--- src/rtl/rv_alu_arb.sv ---
// Two-requester front end sharing one combinational ALU through a single result slot.
// Round-robin grant; the slot refills in the same cycle it drains, so throughput is one op per cycle.

module rv_alu #(
  parameter int DW = 32
) (
  input  logic [DW-1:0] i_a,
  input  logic [DW-1:0] i_b,
  input  logic [3:0]    i_op,
  output logic [DW-1:0] o_result,
  output logic          o_zero,
  output logic          o_err
);
  always_comb begin
    o_result = '0;
    o_err    = 1'b0;
    case (i_op)
      4'b0000: o_result = i_a & i_b;
      4'b0001: o_result = i_a | i_b;
      4'b0010: o_result = i_a + i_b;
      4'b0110: o_result = i_a - i_b;
      4'b0111: o_result = {{(DW-1){1'b0}}, (i_a < i_b)};
      4'b1100: o_result = ~(i_a | i_b);
      default: o_err    = 1'b1;
    endcase
    // Illegal ops report zero data but not the zero flag.
    o_zero = ~o_err & (o_result == '0);
  end
endmodule

// Handshake: a request is accepted on a cycle where reqN_valid and reqN_ready are both high;
// a response completes on a cycle where rspN_valid and rspN_ready are both high. Ready is a
// combinational function of valid and slot occupancy; valid never depends on ready.
module rv_alu_arb #(
  parameter int DW = 32
) (
  input  logic          clk,
  input  logic          rst,
  input  logic          req0_valid,
  input  logic          req1_valid,
  output logic          req0_ready,
  output logic          req1_ready,
  input  logic [DW-1:0] req0_in1,
  input  logic [DW-1:0] req0_in2,
  input  logic [DW-1:0] req1_in1,
  input  logic [DW-1:0] req1_in2,
  input  logic [3:0]    req0_op,
  input  logic [3:0]    req1_op,
  output logic          rsp0_valid,
  output logic          rsp1_valid,
  input  logic          rsp0_ready,
  input  logic          rsp1_ready,
  output logic [DW-1:0] rsp_data,
  output logic          rsp_zflag,
  output logic          rsp_err,
  output logic          o_dbg_state
);
  typedef enum logic {S_EMPTY = 1'b0, S_FULL = 1'b1} state_t;

  state_t          r_state, w_state_nxt;
  logic            r_owner;
  logic [DW-1:0]   r_data;
  logic            r_zflag;
  logic            r_err;
  logic            r_prio;

  logic            w_fire;
  logic            w_slot_free;
  logic            w_any_req;
  logic            w_grant;
  logic            w_accept;
  logic [DW-1:0]   w_a, w_b;
  logic [3:0]      w_op;
  logic [DW-1:0]   w_result;
  logic            w_zero;
  logic            w_err;

  assign w_a  = w_grant ? req1_in1 : req0_in1;
  assign w_b  = w_grant ? req1_in2 : req0_in2;
  assign w_op = w_grant ? req1_op  : req0_op;

  rv_alu #(.DW(DW)) u_alu (
    .i_a      (w_a),
    .i_b      (w_b),
    .i_op     (w_op),
    .o_result (w_result),
    .o_zero   (w_zero),
    .o_err    (w_err)
  );

  always_ff @(posedge clk) begin
    if (rst) begin
      r_state <= S_EMPTY;
      r_owner <= 1'b0;
      r_data  <= '0;
      r_zflag <= 1'b0;
      r_err   <= 1'b0;
      r_prio  <= 1'b0;
    end else begin
      r_state <= w_state_nxt;
      if (w_accept) begin
        r_owner <= w_grant;
        r_data  <= w_result;
        r_zflag <= w_zero;
        r_err   <= w_err;
        r_prio  <= ~w_grant;
      end
    end
  end

  always_comb begin
    w_state_nxt = r_state;
    w_fire      = 1'b0;
    w_slot_free = 1'b0;
    w_any_req   = req0_valid | req1_valid;
    // With both requesting, prio picks; otherwise the lone requester wins.
    w_grant     = (req0_valid & req1_valid) ? r_prio : req1_valid;
    req0_ready  = 1'b0;
    req1_ready  = 1'b0;
    w_accept    = 1'b0;

    case (r_state)
      S_EMPTY: w_slot_free = 1'b1;
      S_FULL: begin
        w_fire      = r_owner ? rsp1_ready : rsp0_ready;
        w_slot_free = w_fire;
      end
      default: w_slot_free = 1'b0;
    endcase

    if (!rst && w_slot_free && w_any_req) begin
      req0_ready = ~w_grant;
      req1_ready = w_grant;
      w_accept   = 1'b1;
    end

    if (w_accept)    w_state_nxt = S_FULL;
    else if (w_fire) w_state_nxt = S_EMPTY;
  end

  always_comb begin
    rsp0_valid  = (r_state == S_FULL) & ~r_owner;
    rsp1_valid  = (r_state == S_FULL) &  r_owner;
    rsp_data    = (r_state == S_FULL) ? r_data : '0;
    rsp_zflag   = (r_state == S_FULL) & r_zflag;
    rsp_err     = (r_state == S_FULL) & r_err;
    o_dbg_state = r_state;
  end
endmodule

--- config.mk ---
export PLATFORM = sky130hd
export DESIGN_NAME = rv_alu_arb
export DESIGN_NICKNAME = d
export VERILOG_FILES = /design/src/rtl/rv_alu_arb.sv
export SDC_FILE = /design/constraint.sdc
export NUM_CORES = 1
export LEC_CHECK = 0
export BUFFER_PORTS_ARGS = -buffer_cell sky130_fd_sc_hd__buf_2
export CORE_AREA = 2 2 107 150
export CTS_BUF_LIST = sky130_fd_sc_hd__clkbuf_4 sky130_fd_sc_hd__clkbuf_8 sky130_fd_sc_hd__clkbuf_16
export CTS_CLUSTER_DIAMETER = 200
export DETAILED_ROUTE_END_ITERATION = 6
export DIE_AREA = 0 0 109 152
export PLACE_DENSITY_LB_ADDON = 0.08
export REMOVE_ABC_BUFFERS = 1
export SLEW_MARGIN = 20
export SYNTH_ARGS = -nofsm -noshare
export SYNTH_HDL_FRONTEND = slang
export SYNTH_SLANG_ARGS = --single-unit
--- constraint.sdc ---
create_clock -name clk -period 7.5 [get_ports clk]
set_input_delay 0.75 -clock clk [delete_from_list [all_inputs] [get_ports clk]]
set_output_delay 0.75 -clock clk [all_outputs]
set_load 0.02 [all_outputs]
==> impl_metrics.env <==
export IMPL_outcome="finished, violations left"
export IMPL_violations="design-rule violations"
export IMPL_worstSetupPathType="in -> reg"
export IMPL_drtPass1Iterations=7
export IMPL_drt_total_wl_um=30800
export IMPL_root_buffer="clkbuf_16"
export IMPL_clk_latency_ps=310
export IMPL_cap_violations=0
export IMPL_cts_tree="done"
export IMPL_setup_violations=0
export IMPL_avgSynthCellArea_um2=6.79
export IMPL_fin_nets=1552
export IMPL_synth_area_um2=8040
export IMPL_die_y_um=152
export IMPL_ys_ff_latch=37
export IMPL_r2r_end="r_zflag"
export IMPL_met1_usage_pct=38.8
export IMPL_min_delay_start="r_data[23]"
export IMPL_dp_hpwl_um=24300
export IMPL_cp_data_required_time_ps=7750
export IMPL_grt_pass1_wl_um=48600
export IMPL_final_max_slew_viol_count=0
export IMPL_most_common_layout_cells="180 x buf_2, 165 x nand2_1, 100 x nor2_1, 91 x inv_1, 90 x ha_1"
export IMPL_relSlewSlack_pct=41.3
export IMPL_start_util_pct=52.4
export IMPL_dp_cells=1507
export IMPL_power_density_nw_per_um2=149
export IMPL_ios=181
export IMPL_reg2reg_depth=19
export IMPL_syn_to_final_growth_pct=14.6
export IMPL_timing_rr_start="r_prio"
export IMPL_synth_cell_types=94
export IMPL_layout_commonest_cell="buf_2"
export IMPL_clk_pin_slew_worst_paths_ps=70
export IMPL_combPwrFrac_pct=66.2
export IMPL_gp_congestion=1.02
export IMPL_layout_setup_ws_ps=1540
export IMPL_antenna_left=0
export IMPL_gr_total_overflow=0
export IMPL_fin_worst_skew_ps=6.41
export IMPL_wl_per_cell_um=20.3
export IMPL_final_cells=1515
export IMPL_cts_made_buffers=5
export IMPL_core_um2=15300
export IMPL_place_ws_ps=1390
export IMPL_switching_share_pct=50.0
export IMPL_ys_seq_area_share_pct=9.21
export IMPL_holdPathStages=2
export IMPL_yosys_warnings=0
export IMPL_p_int_mw=0.685
export IMPL_hold_viol=0
export IMPL_cts_resized=0
export IMPL_htree_levels=2
export IMPL_worst_slew_pin_slew_ps=870
export IMPL_grt_pass1_vias=9509
export IMPL_p_leak_nw=4.56
export IMPL_hold_path_class="reg -> reg"
export IMPL_clkSinkCount=37
export IMPL_rsz0062_at_grt="no"
export IMPL_grtUsageMet2_pct=67.7
export IMPL_crit_fanout=13
export IMPL_pwr_share_clk_pct=17.1
export IMPL_drc=3
export IMPL_ir_drop_v=0.0000870
export IMPL_antenna_cells=0
export IMPL_r2r_slack_ps=1700
export IMPL_vias=9678
export IMPL_die_w_um=109
export IMPL_portBuffers=180
export IMPL_post_cts_buffers=0
export IMPL_drt_iter0_markers=665
export IMPL_busiest_layer="met2"
export IMPL_crit_arrival_ps=6210
export IMPL_clockBufferDepth=2
export IMPL_use_met3_pct=4.25
export IMPL_async_flop_share_pct=0
export IMPL_die_area_um2=16600
export IMPL_hold_path_end="r_data[23]"
export IMPL_tns_ps=0
export IMPL_drive_gt1_share_pct=18.3
export IMPL_synth_edf_count=0
export IMPL_pwr_share_seq_pct=16.7
export IMPL_vias_per_cell=6.39
export IMPL_power_mw=1.37
export IMPL_syn_inst=1184
export IMPL_period_needed_ps=5960
export IMPL_ys_flop_type="dfxtp_1"
export IMPL_min_period_over_period_pct=79.5
export IMPL_antenna_found_initial=0
export IMPL_core_rowCount=54
export IMPL_end_kind="flop"
export IMPL_grt_use_total_pct=37.0
export IMPL_p_switching_mw=0.686
export IMPL_critPathLaunchType="primary input"
export IMPL_fmax_mhz=168
export IMPL_grt_max_degree=41
export IMPL_ctsHoldBuffers=0
[through the flow]
stage | hold WS (ps) | area, µm² | utilization, %
2_1_floorplan | 426 | 7750 | -
3_3_place_gp | 447 | 9060 | 59.1
3_5_place_dp | 448 | 9060 | 59.1
4_1_cts | 458 | 9220 | 60.1
5_1_grt | 497 | 9220 | 60.1
6_report | 458 | 9220 | 60.1
[final cells by class]
cell class,instances,area (µm²)
clock buffers,6,139
repair buffers,199,1040
fillers,1524,6120
multi-input cells,982,6680
inverters,93,349
flip-flops and latches,37,741
clock inverters,2,13.8
well taps,196,245
[how the worst max path moves through the flow]
stage                           from  endpoint  depth (start not counted)  slack, ps
after floorplan           req0_valid   r_zflag                         16       1370
after global placement    req1_valid   r_zflag                         19       1490
final                     req0_valid   r_zflag                         20       1540
after CTS                 req0_valid   r_zflag                         20       1680
after global routing      req1_valid   r_zflag                         19       1230
after detailed placement  req0_valid   r_zflag                         20       1390
[kinds of logic after synthesis]
logic type / Yosys count / share of synthesized area [%]
DFF: 37 / 9.21
and+or+nand+nor: 478 / 28.7
muxes: 45 / 6.02
buffers and inverters: 165 / 7.98
AOI/OAI and AO/OA: 353 / 32.0
adders and majority gates: 92 / 14.5
xor gates and xnor gates: 14 / 1.52
[cell usage after synthesis, types with 8 or more instances]
library cell / n / area, µm²
nand3_1: 28 / 140
ha_1: 90 / 1130
dfxtp_1: 37 / 741
clkbuf_1: 51 / 191
nor4_1: 15 / 93.8
a21o_1: 14 / 105
nand2_1: 165 / 619
nand4_1: 17 / 106
o21ai_1: 16 / 80.1
nor2_1: 101 / 379
a211oi_1: 28 / 210
a31oi_1: 8 / 50.1
o31ai_1: 9 / 67.6
nor3_1: 31 / 155
a221o_1: 19 / 190
nand2b_1: 13 / 81.3
xnor2_1: 9 / 78.8
o21ai_0: 29 / 145
inv_1: 91 / 342
buf_1: 12 / 45.0
a21oi_1: 79 / 395
o21bai_1: 8 / 60.1
and2_1: 47 / 294
a221oi_1: 20 / 175
nor2b_1: 13 / 81.3
or3_1: 9 / 56.3
mux2i_1: 40 / 400
o211ai_1: 17 / 128
[registers in the layout, summed over array words and instances (netlist names)]
register	flops
r_owner	1
r_zflag	1
o_dbg_state	1
r_data	32
r_err	1
r_prio	1
[power groups by stage]
stage	sequential [mW]	clock (mW)	combinational [mW]
6_report	0.229	0.234	0.907
5_1_grt	0.232	0.243	0.989
4_1_cts	0.229	0.236	0.890
3_5_place_dp	0.234	0	0.885
3_3_place_gp	0.233	0	0.882
2_1_floorplan	0.232	0	0.612
[per-layer routing]
metal | part of all wire (%) | vias up
met3 | 5.9 | 146
met5 | 0 | -
met2 | 51 | 468
met4 | 7.3 | 0
li1 | - | 4587
met1 | 36 | 4477
[critical path, cell delays in order]
cell and delay [ps]:
buf_2 120, and2b_1 420, nor2_4 200, buf_4 230, nand2_1 70, nand2_1 80
ha_1 260, fa_1 470, a21o_2 240, a221oi_1 620, a2bb2oi_1 390, o21ai_1 140
mux2i_1 150, a2111oi_0 430, nand4_1 150, nor4_1 560, nand4_1 160, nor4_1 470
nand4_1 150, o21ai_1 120
No activity file was read; power rests on OpenSTA's default activity.
